==> src/rtl/time_set_controller_if.sv <==
// Signal bundle between the clock/mode logic (master) and time_set_controller (slave).
interface time_set_controller_if;
  logic tick_1k;
  logic tick_1hz;
  logic normal;
  logic second_setup;
  logic minute_setup;
  logic hour_setup;
  logic inc_n;
  logic sec_inc;
  logic min_inc;
  logic hour_inc;
  logic time_tick;
  logic sec_blank;
  logic min_blank;
  logic hour_blank;

  modport master (
    output tick_1k, tick_1hz, normal, second_setup, minute_setup, hour_setup, inc_n,
    input  sec_inc, min_inc, hour_inc, time_tick, sec_blank, min_blank, hour_blank
  );

  modport slave (
    input  tick_1k, tick_1hz, normal, second_setup, minute_setup, hour_setup, inc_n,
    output sec_inc, min_inc, hour_inc, time_tick, sec_blank, min_blank, hour_blank
  );
endinterface

==> src/rtl/time_set_controller.sv <==
// Increment-button handling, run-time tick gating and field blinking for clock setting.
// Define AUTO_REPEAT_EN to enable hold-to-repeat; otherwise one pulse per press.
module time_set_controller #(
  parameter int DEBOUNCE_MS     = 20,
  parameter int REPEAT_DELAY_MS = 500,
  parameter int REPEAT_RATE_MS  = 100,
  parameter int BLINK_HALF_MS   = 250
) (
  input logic                  CLK,
  input logic                  reset,
  time_set_controller_if.slave bus
);
  localparam int DBW = $clog2(DEBOUNCE_MS + 1);
  localparam int BKW = $clog2(BLINK_HALF_MS + 1);

`ifdef AUTO_REPEAT_EN
  localparam int HOLD_MAX = (REPEAT_DELAY_MS > REPEAT_RATE_MS) ? REPEAT_DELAY_MS : REPEAT_RATE_MS;
  localparam int HCW      = $clog2(HOLD_MAX + 1);
  typedef enum logic [1:0] {IDLE = 2'd0, PRESSED = 2'd1, REPEAT = 2'd2} state_t;
  logic [HCW-1:0] hold_cnt_q;
`else
  typedef enum logic [1:0] {IDLE = 2'd0, PRESSED = 2'd1} state_t;
`endif

  state_t         state_q;
  logic           sync1_q;
  logic           sync2_q;
  logic           db_level_q;
  logic [DBW-1:0] db_cnt_q;
  logic [3:0]     mode_q;
  logic [2:0]     sel_q;
  logic [2:0]     inc_q;
  logic           time_tick_q;
  logic           phase_q;
  logic [BKW-1:0] blink_cnt_q;

  logic       db_accept;
  logic       press;
  logic       release_ev;
  logic [3:0] mode;
  logic [2:0] sel;
  logic       mode_change;
  logic       setup_entry;

  // A new level is accepted on the tick that completes the run of differing samples.
  assign db_accept  = bus.tick_1k && (sync2_q != db_level_q) &&
                      (db_cnt_q == DBW'(DEBOUNCE_MS - 1));
  assign press      = db_accept && db_level_q;
  assign release_ev = db_accept && !db_level_q;

  assign mode = {bus.normal, bus.second_setup, bus.minute_setup, bus.hour_setup};
  assign sel  = (mode == 4'b0100) ? 3'b100 :
                (mode == 4'b0010) ? 3'b010 :
                (mode == 4'b0001) ? 3'b001 : 3'b000;
  assign mode_change = (mode != mode_q);
  assign setup_entry = mode_change && (sel != 3'b000);

  always_ff @(posedge CLK) begin
    if (!reset) begin
      sync1_q    <= 1'b1;
      sync2_q    <= 1'b1;
      db_level_q <= 1'b1;
      db_cnt_q   <= '0;
    end else begin
      sync1_q <= bus.inc_n;
      sync2_q <= sync1_q;
      if (bus.tick_1k) begin
        if (sync2_q == db_level_q) begin
          db_cnt_q <= '0;
        end else if (db_accept) begin
          db_level_q <= sync2_q;
          db_cnt_q   <= '0;
        end else begin
          db_cnt_q <= db_cnt_q + DBW'(1);
        end
      end
    end
  end

  // Press FSM; any mode change or non-setup mode parks it in IDLE without a pulse.
  always_ff @(posedge CLK) begin
    if (!reset) begin
      state_q     <= IDLE;
      inc_q       <= '0;
      time_tick_q <= 1'b0;
`ifdef AUTO_REPEAT_EN
      hold_cnt_q  <= '0;
`endif
    end else begin
      inc_q       <= '0;
      time_tick_q <= bus.tick_1hz & bus.normal;
      if ((sel == 3'b000) || mode_change) begin
        state_q <= IDLE;
      end else begin
        case (state_q)
          IDLE: begin
            if (press) begin
              inc_q   <= sel;
              state_q <= PRESSED;
`ifdef AUTO_REPEAT_EN
              hold_cnt_q <= '0;
`endif
            end
          end
          PRESSED: begin
            if (release_ev) begin
              state_q <= IDLE;
`ifdef AUTO_REPEAT_EN
            end else if (bus.tick_1k) begin
              if (hold_cnt_q == HCW'(REPEAT_DELAY_MS - 1)) begin
                inc_q      <= sel;
                hold_cnt_q <= '0;
                state_q    <= REPEAT;
              end else begin
                hold_cnt_q <= hold_cnt_q + HCW'(1);
              end
`endif
            end
          end
`ifdef AUTO_REPEAT_EN
          REPEAT: begin
            // Release wins over a coincident repeat tick.
            if (release_ev) begin
              state_q <= IDLE;
            end else if (bus.tick_1k) begin
              if (hold_cnt_q == HCW'(REPEAT_RATE_MS - 1)) begin
                inc_q      <= sel;
                hold_cnt_q <= '0;
              end else begin
                hold_cnt_q <= hold_cnt_q + HCW'(1);
              end
            end
          end
`endif
          default: state_q <= IDLE;
        endcase
      end
    end
  end

  always_ff @(posedge CLK) begin
    if (!reset) begin
      mode_q      <= '0;
      sel_q       <= '0;
      phase_q     <= 1'b0;
      blink_cnt_q <= '0;
    end else begin
      mode_q <= mode;
      sel_q  <= sel;
      if (setup_entry) begin
        phase_q     <= 1'b0;
        blink_cnt_q <= '0;
      end else if (bus.tick_1k) begin
        if (blink_cnt_q == BKW'(BLINK_HALF_MS - 1)) begin
          phase_q     <= ~phase_q;
          blink_cnt_q <= '0;
        end else begin
          blink_cnt_q <= blink_cnt_q + BKW'(1);
        end
      end
    end
  end

  assign bus.sec_inc    = inc_q[2];
  assign bus.min_inc    = inc_q[1];
  assign bus.hour_inc   = inc_q[0];
  assign bus.time_tick  = time_tick_q;
  assign bus.sec_blank  = sel_q[2] & phase_q & (state_q == IDLE);
  assign bus.min_blank  = sel_q[1] & phase_q & (state_q == IDLE);
  assign bus.hour_blank = sel_q[0] & phase_q & (state_q == IDLE);

endmodule
==> src/flat_wrapper.sv <==
// flat-port wrapper written by rule: the top's interface ports become plain ports
module time_set_controller_flat 
#(
  parameter int DEBOUNCE_MS     = 20,
  parameter int REPEAT_DELAY_MS = 500,
  parameter int REPEAT_RATE_MS  = 100,
  parameter int BLINK_HALF_MS   = 250
)
  (CLK, reset, bus_tick_1k, bus_tick_1hz, bus_normal, bus_second_setup, bus_minute_setup, bus_hour_setup, bus_inc_n, bus_sec_inc, bus_min_inc, bus_hour_inc, bus_time_tick, bus_sec_blank, bus_min_blank, bus_hour_blank);
  time_set_controller_if bus_i ();
  input logic CLK;
  input logic reset;
  input wire logic [$bits(bus_i.tick_1k)-1:0] bus_tick_1k;
  input wire logic [$bits(bus_i.tick_1hz)-1:0] bus_tick_1hz;
  input wire logic [$bits(bus_i.normal)-1:0] bus_normal;
  input wire logic [$bits(bus_i.second_setup)-1:0] bus_second_setup;
  input wire logic [$bits(bus_i.minute_setup)-1:0] bus_minute_setup;
  input wire logic [$bits(bus_i.hour_setup)-1:0] bus_hour_setup;
  input wire logic [$bits(bus_i.inc_n)-1:0] bus_inc_n;
  output wire logic [$bits(bus_i.sec_inc)-1:0] bus_sec_inc;
  output wire logic [$bits(bus_i.min_inc)-1:0] bus_min_inc;
  output wire logic [$bits(bus_i.hour_inc)-1:0] bus_hour_inc;
  output wire logic [$bits(bus_i.time_tick)-1:0] bus_time_tick;
  output wire logic [$bits(bus_i.sec_blank)-1:0] bus_sec_blank;
  output wire logic [$bits(bus_i.min_blank)-1:0] bus_min_blank;
  output wire logic [$bits(bus_i.hour_blank)-1:0] bus_hour_blank;
  assign bus_i.tick_1k = bus_tick_1k;
  assign bus_i.tick_1hz = bus_tick_1hz;
  assign bus_i.normal = bus_normal;
  assign bus_i.second_setup = bus_second_setup;
  assign bus_i.minute_setup = bus_minute_setup;
  assign bus_i.hour_setup = bus_hour_setup;
  assign bus_i.inc_n = bus_inc_n;
  assign bus_sec_inc = bus_i.sec_inc;
  assign bus_min_inc = bus_i.min_inc;
  assign bus_hour_inc = bus_i.hour_inc;
  assign bus_time_tick = bus_i.time_tick;
  assign bus_sec_blank = bus_i.sec_blank;
  assign bus_min_blank = bus_i.min_blank;
  assign bus_hour_blank = bus_i.hour_blank;
  time_set_controller #(.DEBOUNCE_MS(DEBOUNCE_MS), .REPEAT_DELAY_MS(REPEAT_DELAY_MS), .REPEAT_RATE_MS(REPEAT_RATE_MS), .BLINK_HALF_MS(BLINK_HALF_MS)) u_core (.CLK(CLK), .reset(reset), .bus(bus_i));
endmodule
==> config.mk <==
export PLATFORM = sky130hd
export DESIGN_NAME = time_set_controller_flat
export DESIGN_NICKNAME = d
export VERILOG_FILES = /design/src/rtl/time_set_controller_if.sv /design/src/rtl/time_set_controller.sv /design/src/flat_wrapper.sv
export SDC_FILE = /design/constraint.sdc
export NUM_CORES = 1
export LEC_CHECK = 0
export BUFFER_PORTS_ARGS = -buffer_cell sky130_fd_sc_hd__buf_2
export CAP_MARGIN = 20
export CORE_MARGIN = 1
export CORE_UTILIZATION = 40
export CTS_CLUSTER_DIAMETER = 30
export DETAILED_ROUTE_END_ITERATION = 10
export HOLD_SLACK_MARGIN = 0.15
export PLACE_DENSITY_LB_ADDON = 0.2
export SYNTH_ARGS = -nofsm -noshare
export SYNTH_HDL_FRONTEND = slang
export SYNTH_SLANG_ARGS = --single-unit
==> constraint.sdc <==
create_clock -name CLK -period 4.2 [get_ports CLK]
set_input_delay 0.63 -clock CLK [delete_from_list [all_inputs] [get_ports CLK]]
set_output_delay 0.63 -clock CLK [all_outputs]
set_load 0.01 [all_outputs]
# Word-level counts from Yosys, hierarchy flattened
# Cells that the tools add are included.
# Widths: inputs -> output; s select.
# word_totals
reg_bits	30
output_inout_bits	7
wordCells	61
# op_classes
addsub	2
n_eq_ne	11
muxes	9
n_bitwise	12
reduce_logical	16
# op_table
op	count
$mux 5	2
$add 8x1->8 const B	1
$eq 8x8->1 const B	1
$mux 8	1
$and 1x1->1	7
$mux 3	2
$add 5x1->5 const B	1
$eq 5x5->1 const B	1
$logic_and 1x1->1	5
$not 1->1	5
$eq 4x1->1 const B	1
$eq 4x2->1 const B	1
$eq 4x3->1 const B	1
$mux 2	2
$ne 2x1->1 const B	2
$ne 4x4->1	1
$pmux 2 s2	1
$reduce_and 2->1	2
$reduce_or 2->1	2
$reduce_or 4->1	1
$logic_not 3->1	1
$reduce_and 3->1	1
$reduce_bool 3->1	1
$eq 2x1->1 const B	1
other kinds (6)	6

# Logic depth before layout (Yosys ltp)
# Gate-level depths: netlist of the first run.
# depth
word_depth	7
ltp_mapped	6
mapped_depth_nobuf	6

# Worst setup path after synthesis of the first run
# Ideal clock, no wire load.
# synth_timing
path_type	input port to flip-flop
startpoint	in bus_minute_setup
endpoint	reg u_core.blink_cnt_q[5]
arrival_ns	1.476
required_time_ns	4.066
setup_slack_ns	2.590
cell_stages	5
path_buffers	1
cell_sequence	buf_2 -> xnor2_1 -> and2_1 -> a22oi_2 -> nor3_1
# synth_via
elab_chain_len	7
elab_cells_between_ends	10
# synth_lines
element	line_no	rtl
from (decl)	flat_wrapper.sv:17	input wire logic [$bits(bus_i.minute_setup)-1:0] bus_minute_setup;
$eq 4x1->1	time_set_controller.sv:54	(mode == 4'b0001) ? 3'b001 : 3'b000;
$mux 1	time_set_controller.sv:54	
$mux 3	time_set_controller.sv:53	(mode == 4'b0010) ? 3'b010 :
$mux 3	time_set_controller.sv:52	assign sel = (mode == 4'b0100) ? 3'b100 :
$reduce_bool 3->1	time_set_controller.sv:56	assign setup_entry = mode_change && (sel != 3'b000);
$logic_and 1x1->1 (*)	time_set_controller.sv:56	
$reduce_or 2->1 (no source line) (*)	-	
to (signal assigned)	time_set_controller.sv:158	blink_cnt_q <= blink_cnt_q + BKW'(1);
to (decl)	time_set_controller.sv:35	logic [BKW-1:0] blink_cnt_q;
# Every way passes the cells marked *; elsewhere a longest branch is shown, timed or not.
# A chain may end at the register's enable or synchronous reset.

# Final worst setup path of the first run
# layout_timing
startpoint	reg u_core.phase_q
endpoint	out bus_sec_blank
# layout_via
elab_chain_len	2
# layout_lines
element	line_no	rtl
from (decl)	time_set_controller.sv:34	logic phase_q;
from (signal assigned)	time_set_controller.sv:155	phase_q <= ~phase_q;
$and 1x1->1 (2 in a row)	time_set_controller.sv:168	assign bus.sec_blank = sel_q[2] & phase_q & (state_q == IDLE);
to (decl)	flat_wrapper.sv:24	output wire logic [$bits(bus_i.sec_blank)-1:0] bus_sec_blank;
# No other way between the ends.

==> flow_summary.yaml, run 1 <==
status:
  status: "finished clean"
setup_path:
  crit_start: "u_core.phase_q"
  r2r_setup_slack_ns: 2.54
  cp.arrival_ns: 1.12
  crit_type: "flop to output pin"
  cp_max_fo: 3
  critPathCapture: "bus_sec_blank"
  crit_required_ns: 3.57
  critPathLaunchType: "flop"
  reg2reg_depth: 5
  reg2reg_to: "u_core.inc_q[0]"
  cp-end-kind: "output pin"
  r2r-start: "u_core.db_cnt_q[0]"
finish:
  nFillCells: 348
  nets: 178
  syn_to_final_growth_pct: 12.1
  drive_gt1_frac: 0.180
  multi_input_area_um2: 702
  n_antenna_cell: 0
  fin_area_um2: 1490
  seq_area_um2: 581
timing:
  setup_viol: 0
  fin_skew_ns: 0.00956
  finalHoldViolCount: 0
  timing.final.crit_share: 0.418
  setup_tns_ns: 0
  finalCriticalPeriod_ns: 1.75
  grt_setup_unrepaired: "no"
  tightest_slew_ns: 0.461
  slew_viol_final: 0
  max_slew_margin: 0.693
  timing.fmax_mhz: 570
place:
  dpl_cell_area_um2: 1440
  gp_congestion: 0.781
  portBuffers: 15
  dp_hpwl_um: 1770
route:
  vias: 1052
  routed_via_density: 4.99
  drt-initial-drc-count: 43
  drtPass1Iterations: 4
  ant_nets: 0
  route.detailed.wl_per_inst_um: 11.6
  route.detailed.drc: 0
  detail_route.wirelength_um: 2440
logic_synthesis:
  syn_area_per_cell_um2: 8.92
  ys_ff_latch: 29
  yosysTopAreaCell: "dfxtp_1"
  yosys.cell_types.count: 37
  synth.area.top_cells: "dfxtp_1 (44%), nand2_1 (4.8%), and2_1 (4.2%)"
  yosysTopAreaCellShare: 0.437
  ys.flop_type: "dfxtp_1"
  synth.net_count: 161
  synth-async-reset-ratio: 0
  ys_seq_area_frac: 0.437
  syn_area_um2: 1330
  syn_inst: 149
  yosysWarnings: 0
  synth_edf_count: 0
global_route:
  globalRouteOverflowTotal: 0
  grt_pass1_wl_um: 4150
  grt_max_degree: 18
  grt_antenna_before_repair: 0
  grt_usage: 0.162
  grt_pass1_vias: 989
pwr:
  powerDensity_nw_per_um2: 322
  total_power_w: 0.000481
  power_frac_comb: 0.073
  peakVddDrop_v: 0.000202
  p_int_w: 0.000357
  clockPowerShare: 0.335
  switching_share: 0.256
  p_leak_nw: 0.575
  switchingPower_w: 0.000123
  pwr-share-seq: 0.591
cts:
  htreeDepth: 2
  cts_setup_buffers: 0
  cts_tree: "done"
  clk_pin_slew_ns: 0.09
  cts_max_path_buffers: 2
  worstSkewPairLatency_ns: 0.33
  cts_sinks: 29
  cts_resized: 0
  root_buffer: "clkbuf_4"
  cts_hold_buf: 0
  cts_made_buffers: 5
floorplan:
  start_util: 0.428
  core-area_um2: 3100
  io_pins: 16
  die_area_um2: 3560
  rows: 20
  dieWidth_um: 59.6
  die_y_um: 59.6
worst_hold_path:
  holdCritPathClass: "flop to flop"
run:
  drv_cap: 0
==> registers in the layout (all words and copies together), names as in the netlist <==
register and flops:
u_core.blink_cnt_q 8, u_core.bus.time_tick 1, u_core.db_cnt_q 5, u_core.db_level_q 1, u_core.inc_q 3, u_core.mode_q 4
u_core.phase_q 1, u_core.sel_q 3, u_core.state_q 1, u_core.sync1_q 1, u_core.sync2_q 1
==> area by class of cell <==
| class | count | share of cell area |
|---|---|---|
| clock inverters | 3 | 0.0118 |
| flip-flops and latches | 29 | 0.390 |
| repair buffers | 15 | 0.0504 |
| multi-input cells | 109 | 0.471 |
| well taps | 44 | 0.0369 |
| clock buffers | 5 | 0.0252 |
| inverters | 6 | 0.0151 |
==> cells in the final DEF, fill, tap and decap left out, types with 2 or more instances in the layout <==
master    netlist  final
inv_1           5      5
clkinv_2        0      2
and2_1          9      9
a22oi_1         2      2
buf_2           3     15
a21oi_1         7      7
ha_1            3      3
nor2_1          9      9
and4bb_2        2      2
a21boi_0        2      2
xnor2_1         6      6
and3_1          2      2
dfxtp_1        29     29
nand4_1         5      5
and3b_1         2      2
o21ai_0         7      7
nand3b_1        2      2
nand3_1         5      5
nand2b_1        4      4
nand2_1        17     17
clkbuf_4        0      5
nor2b_1         3      3
xor2_1          6      6
nor3_1          4      4
==> stage by stage <==
stage,cells,utilization,setup WS (ns),hold WS (ns)
5_1_grt,211,0.480,2.30,0.427
4_1_cts,211,0.480,2.40,0.417
2_1_floorplan,149,-,2.59,0.386
3_3_place_gp,203,0.463,2.42,0.397
6_report,211,0.480,2.45,0.412
3_5_place_dp,203,0.463,2.32,0.396
==> Yosys cell counts (2+ instances only) <==
cell type,count
a21oi_1,7
xor2_1,6
nor3_1,4
inv_1,5
and4bb_2,2
dfxtp_1,29
and3_1,2
a22oi_1,2
nand4_1,5
nand3b_1,2
and3b_1,2
nand2b_1,4
xnor2_1,6
nor2_1,9
ha_1,3
nand3_1,5
and2_1,9
o21ai_0,7
nand2_1,17
buf_2,3
nor2b_1,3
a21boi_0,2
==> worst max-delay path: stages, from the launching register on <==
cell and delay, ns:
dfxtp_1 0.35, nor2b_1 0.19, and2_1 0.14, buf_2 0.12
==> kinds of logic after synthesis <==
logic type | after synthesis | synth area share
AO/OA/AOI/OAI | 22 | 0.104
adder cells (fa/ha/maj) | 3 | 0.0283
AND/OR/NAND/NOR | 72 | 0.317
flip-flops | 29 | 0.437
buffers and inverters | 11 | 0.0348
XOR/XNOR | 12 | 0.0791
==> per-layer routing <==
metal	up-vias	routed length, um	global-route usage
met1	481	1170	0.197
met3	5	76	0.0655
li1	547	-	-
met2	19	1140	0.239
met5	-	0	0
met4	0	54	0.0930
==> worst min path at each step <==
stage / from / to / slack [ns] / depth (start not counted)
floorplan: u_core.sync1_q / u_core.sync2_q / 0.39 / 1
global placement: u_core.sync1_q / u_core.sync2_q / 0.40 / 1
detailed placement: u_core.sync1_q / u_core.sync2_q / 0.40 / 1
CTS: u_core.sync1_q / u_core.sync2_q / 0.42 / 1
global route: u_core.sync1_q / u_core.sync2_q / 0.43 / 1
finish: u_core.sync1_q / u_core.sync2_q / 0.41 / 1
==> power groups by stage <==
stage | Clock, W | Sequential, W | Combinational, W
2_1_floorplan | 0 | 0.000290 | 0.0000251
3_3_place_gp | 0 | 0.000290 | 0.0000341
3_5_place_dp | 0 | 0.000290 | 0.0000355
4_1_cts | 0.000170 | 0.000284 | 0.0000355
5_1_grt | 0.000186 | 0.000285 | 0.0000398
6_report | 0.000161 | 0.000284 | 0.0000352
No activity file was read; power rests on OpenSTA's default activity.
==> inputs of run 2 (changes only) <==
- clock period: 4.2 -> 1.55 ns (I/O delays scaled with it)
==> run 2 against run 1 <==
Net effect: clock-buffer cell count rose by 2; global-route usage barely moved; cell area rose by 8.7%; first-iteration DRC count rose by 14%; via count rose by 2.6%; critical path type is now flop to flop; register-to-register slack got worse by 2.4 ns; die area did not move; sequential power rose to 2.7 times the previous value; wire length rose by 1.1%; hold slack got worse by 0.25 ns; setup slack got worse by 2.3 ns; total power rose to 3.2 times the previous value.
==> flow_summary.yaml, run 2 (synthesis gave the netlist of run 1 again) <==
setup_path:
  r2r_setup_slack_ns: 0.1
  crit_required_ns: 1.81
  cp_max_fo: 4
  critPathLaunchType: "flop"
  cp.arrival_ns: 1.72
  crit_start: "u_core.db_cnt_q[0]"
  r2r-start: "u_core.db_cnt_q[0]"
  crit_type: "flop to flop"
  cp-end-kind: "flop"
place:
  dpl_cell_area_um2: 1500
  dp_hpwl_um: 1770
  portBuffers: 15
  gp_congestion: 0.798
  pre_cts_ws_ns: 0.0616
timing:
  timing.hold.ws_ns: 0.161
  max_slew_margin: 0.754
  setup_viol: 0
  timing.final.crit_share: 0.938
  tightest_slew_ns: 0.360
  grt_setup_unrepaired: "no"
  setup_tns_ns: 0
  finalHoldViolCount: 0
  timing.fmax_mhz: 688
  fin_skew_ns: 0.0120
  setup_ws_ns: 0.0967
  finalCriticalPeriod_ns: 1.45
  slew_viol_final: 0
route:
  drtPass1Iterations: 4
  ant_nets: 0
  route.detailed.drc: 0
  routed_via_density: 4.88
  detail_route.wirelength_um: 2470
  drt-initial-drc-count: 49
  vias: 1079
  route.detailed.wl_per_inst_um: 11.2
finish:
  final_common_cell: "dfxtp_1"
  top_register: "u_core.blink_cnt_q"
  nets: 188
  fin_area_um2: 1620
  largest_register_ffs: 8
  final_cell_mix: "dfxtp_1 (26), nand2_1 (17), buf_2 (15)"
  top_regs: "u_core.blink_cnt_q: 8 flops, u_core.db_cnt_q: 5 flops, u_core.mode_q: 4 flops"
  drive_gt1_frac: 0.243
  syn_to_final_growth_pct: 21.9
  n_antenna_cell: 0
cts:
  cts_sinks: 29
  clk_pin_slew_ns: 0.09
  htreeDepth: 2
  cts_tree: "done"
  cts_max_path_buffers: 2
  root_buffer: "clkbuf_4"
  worstSkewPairLatency_ns: 0.32
  cts_made_buffers: 5
pwr:
  power_frac_comb: 0.075
  p_leak_nw: 0.642
  switching_share: 0.212
  clockPowerShare: 0.418
  pwr-share-seq: 0.506
  switchingPower_w: 0.000321
  peakVddDrop_v: 0.000680
  total_power_w: 0.00152
  p_int_w: 0.00120
  powerDensity_nw_per_um2: 935
floorplan:
  die_y_um: 59.6
  core-area_um2: 3100
  rows: 20
  dieWidth_um: 59.6
  start_util: 0.428
  io_pins: 16
  die_area_um2: 3560
worst_hold_path:
  hold_start: "bus_tick_1hz"
  holdCritPathClass: "input port to flop"
global_route:
  grt_max_degree: 17
  grt_usage: 0.162
  grt_pass1_wl_um: 4250
  grt_antenna_before_repair: 0
  globalRouteOverflowTotal: 0
  grt_pass1_vias: 1003
status:
  status: "finished clean"
run:
  drv_cap: 0
-- run 2: changes by cell type in the layout (fill, tap and decap cells not counted), moves of 2 or more --
cell	delta
buf_4	+9
clkinv_2	-2
dfxtp_1	-3
dfxtp_2	+3
-- run 2: layout make-up --
type,instances,area [um2]
clock buffers,7,55.1
repair buffers,25,153
multi-input cells,109,721
clock inverters,1,30.0
flip-flops and latches,29,584
fillers,310,1480
inverters,6,22.5
well taps,44,55.1
-- run 2: worst paths after layout --
kind | end | cells past startpoint
max reg2reg | u_core.inc_q[0] | 5
max | u_core.inc_q[0] | 5
min reg2reg | u_core.sync2_q | 1
min | u_core.bus.time_tick | 2
-- run 2: per-layer routing --
layer	wire, um	share of wire	track usage
met3	81	0.033	0.0524
met1	1200	0.49	0.207
met5	0	0	0
met4	27	0.011	0.0698
met2	1160	0.47	0.249
-- run 2: timing repair --
action,4_1_cts,5_1_grt
buffers inserted,0,1
hold endpoints to repair,1,0
endpoints found under the setup margin,0,3
gates resized for setup,0,6
hold buffers,1,0
-- run 2: critical path, cell delays in order, from the launching register on --
cell and delay (ns):
dfxtp_2 0.35, ha_1 0.16, and4bb_2 0.27, nor4b_4 0.19, nand3_1 0.13, and4bb_2 0.30
-- run 2: power by group through the flow --
stage | Combinational, W | Sequential [W] | Clock (W)
after global placement | 0.000108 | 0.000784 | 0
after CTS | 0.000114 | 0.000767 | 0.000654
after detailed placement | 0.000110 | 0.000785 | 0
after global routing | 0.000129 | 0.000769 | 0.000693
final | 0.000114 | 0.000768 | 0.000634
after floorplan | 0.0000681 | 0.000785 | 0
-- run 2: per-stage QoR --
stage / instances / utilization
finish: 221 / 0.522
global route: 221 / 0.522
CTS: 220 / 0.513
detailed placement: 211 / 0.482
global placement: 211 / 0.482
floorplan: 149 / -
==> inputs of run 3 (changes only) <==
- clock period: 1.55 -> 1.9 ns (I/O delays scaled with it)
==> run 3 against run 2 <==
Net effect: wire length decreased by 1.9%; hold slack gained 0.031 ns; final cell count shrank 4.1%; fmax shrank 12%; first-iteration DRC count rose by 4.1%; non-clock buffer count shrank 9; total power is 25% lower; via count is 3.8% lower; clock-buffer cell count did not move; critical path depth unchanged.
==> flow_summary.yaml, run 3 (synthesis gave the netlist of run 1 again) <==
status:
  status: "finished clean"
setup_path:
  r2r-start: "u_core.db_cnt_q[0]"
  reg2reg_depth: 5
  worst-path-stages: 5
  critical_path_buf_inv_count: 0
  r2r_setup_slack_ns: 0.26
  cp.arrival_ns: 1.92
  cp_max_fo: 5
  worst_path_max_delay_cell: "dfxtp_1"
  critPathCapture: "u_core.inc_q[1]"
  max_stage_delay_ns: 0.38
  crit_family: "simple AND/OR/NAND/NOR gates"
  crit_start: "u_core.db_cnt_q[0]"
  cp-end-kind: "flop"
  reg2reg_to: "u_core.inc_q[1]"
  crit_required_ns: 2.17
  worstPathCellList: "ha_1 -> and4bb_2 -> nor4b_2 -> nand3_1 -> and4bb_1"
  critPathLaunchType: "flop"
  crit_type: "flop to flop"
floorplan:
  rows: 20
  die_area_um2: 3560
  dieWidth_um: 59.6
  die_y_um: 59.6
  io_pins: 16
  core-area_um2: 3100
  start_util: 0.428
timing:
  finalHoldViolCount: 0
  timing.final.crit_share: 0.865
  setup_viol: 0
  grt_setup_unrepaired: "no"
  max_slew_margin: 0.680
  tightest_slew_ns: 0.480
  timing.hold.ws_ns: 0.192
  setup_tns_ns: 0
  timing.fmax_mhz: 609
  slew_viol_final: 0
  finalCriticalPeriod_ns: 1.64
  fin_skew_ns: 0.00714
finish:
  syn_to_final_growth_pct: 14.0
  n_antenna_cell: 0
  largest_register_ffs: 8
  nets: 179
  final_common_cell: "dfxtp_1"
  top_regs: "u_core.blink_cnt_q: 8 flops, u_core.db_cnt_q: 5 flops, u_core.mode_q: 4 flops"
  top_register: "u_core.blink_cnt_q"
  final_cell_mix: "dfxtp_1 (29), nand2_1 (17), buf_2 (15), and2_1 (9), nor2_1 (9)"
  seq_area_um2: 581
  drive_gt1_frac: 0.179
  nFillCells: 338
  multi_input_area_um2: 702
global_route:
  grt_antenna_before_repair: 0
  grt_max_degree: 18
  grt_pass1_vias: 930
  grt_usage: 0.156
  globalRouteOverflowTotal: 0
  grt_pass1_wl_um: 3950
cts:
  root_buffer: "clkbuf_4"
  clk_pin_slew_ns: 0.09
  worstSkewPairLatency_ns: 0.33
  cts_max_path_buffers: 2
  cts_sinks: 29
  cts_resized: 0
  cts_tree: "done"
  cts_made_buffers: 5
  htreeDepth: 2
pwr:
  clockPowerShare: 0.376
  p_int_w: 0.000866
  pwr-share-seq: 0.553
  switching_share: 0.237
  peakVddDrop_v: 0.000558
  switchingPower_w: 0.000268
  power_frac_comb: 0.071
  powerDensity_nw_per_um2: 749
  p_leak_nw: 0.590
worst_hold_path:
  holdCritPathClass: "input port to flop"
  hold_start: "bus_tick_1hz"
run:
  drv_cap: 0
route:
  drt-initial-drc-count: 51
  detail_route.wirelength_um: 2420
  route.detailed.wl_per_inst_um: 11.4
  route.detailed.drc: 0
  routed_via_density: 4.90
  ant_nets: 0
  vias: 1038
  drtPass1Iterations: 4
place:
  dp_hpwl_um: 1700
  portBuffers: 15
  gp_congestion: 0.798
## run 3: repair_timing
action	CTS	global route
hold buffers	1	0
setup buffers	0	0
hold endpoints to repair	1	0
## run 3: layer usage
metal | vias to the layer above | part of all wire | global-route usage
met5 | - | 0 | 0
met4 | 0 | 0.029 | 0.110
met1 | 468 | 0.50 | 0.195
met2 | 13 | 0.44 | 0.230
met3 | 8 | 0.036 | 0.0459
li1 | 549 | - | -
## run 3: final cells by class
type / count / area share
Clock buffer: 7 / 0.0429
Clock inverter: 1 / 0.00330
Inverter: 6 / 0.0149
Multi-Input combinational cell: 109 / 0.463
Sequential cell: 29 / 0.383
Tap cell: 44 / 0.0363
Timing Repair Buffer: 16 / 0.0562
## run 3: power groups by stage
| stage | Sequential [W] | Combinational [W] | Clock, W |
|---|---|---|---|
| floorplan | 0.000640 | 0.0000556 | 0 |
| global placement | 0.000641 | 0.0000761 | 0 |
| detailed placement | 0.000641 | 0.0000798 | 0 |
| CTS | 0.000627 | 0.0000818 | 0.000446 |
| global route | 0.000630 | 0.0000902 | 0.000467 |
| finish | 0.000627 | 0.0000802 | 0.000427 |
## run 3: metrics by stage
step                instance area (um2)  cells  power, W  utilization  setup slack [ns]
floorplan                          1330    149  0.000696            -             0.444
global placement                   1440    203  0.000717        0.463             0.355
detailed placement                 1440    203  0.000721        0.463             0.301
CTS                                1520    212   0.00116        0.488             0.263
global route                       1520    212   0.00119        0.488             0.179
finish                             1520    212   0.00113        0.488             0.257
## run 3: worst min-delay path by stage
| stage | endpoint | cells after the start |
|---|---|---|
| after global routing | u_core.bus.time_tick | 2 |
| after detailed placement | u_core.sync2_q | 1 |
| final | u_core.bus.time_tick | 2 |
| after floorplan | u_core.sync1_q | 1 |
| after global placement | u_core.sync2_q | 1 |
| after CTS | u_core.bus.time_tick | 2 |
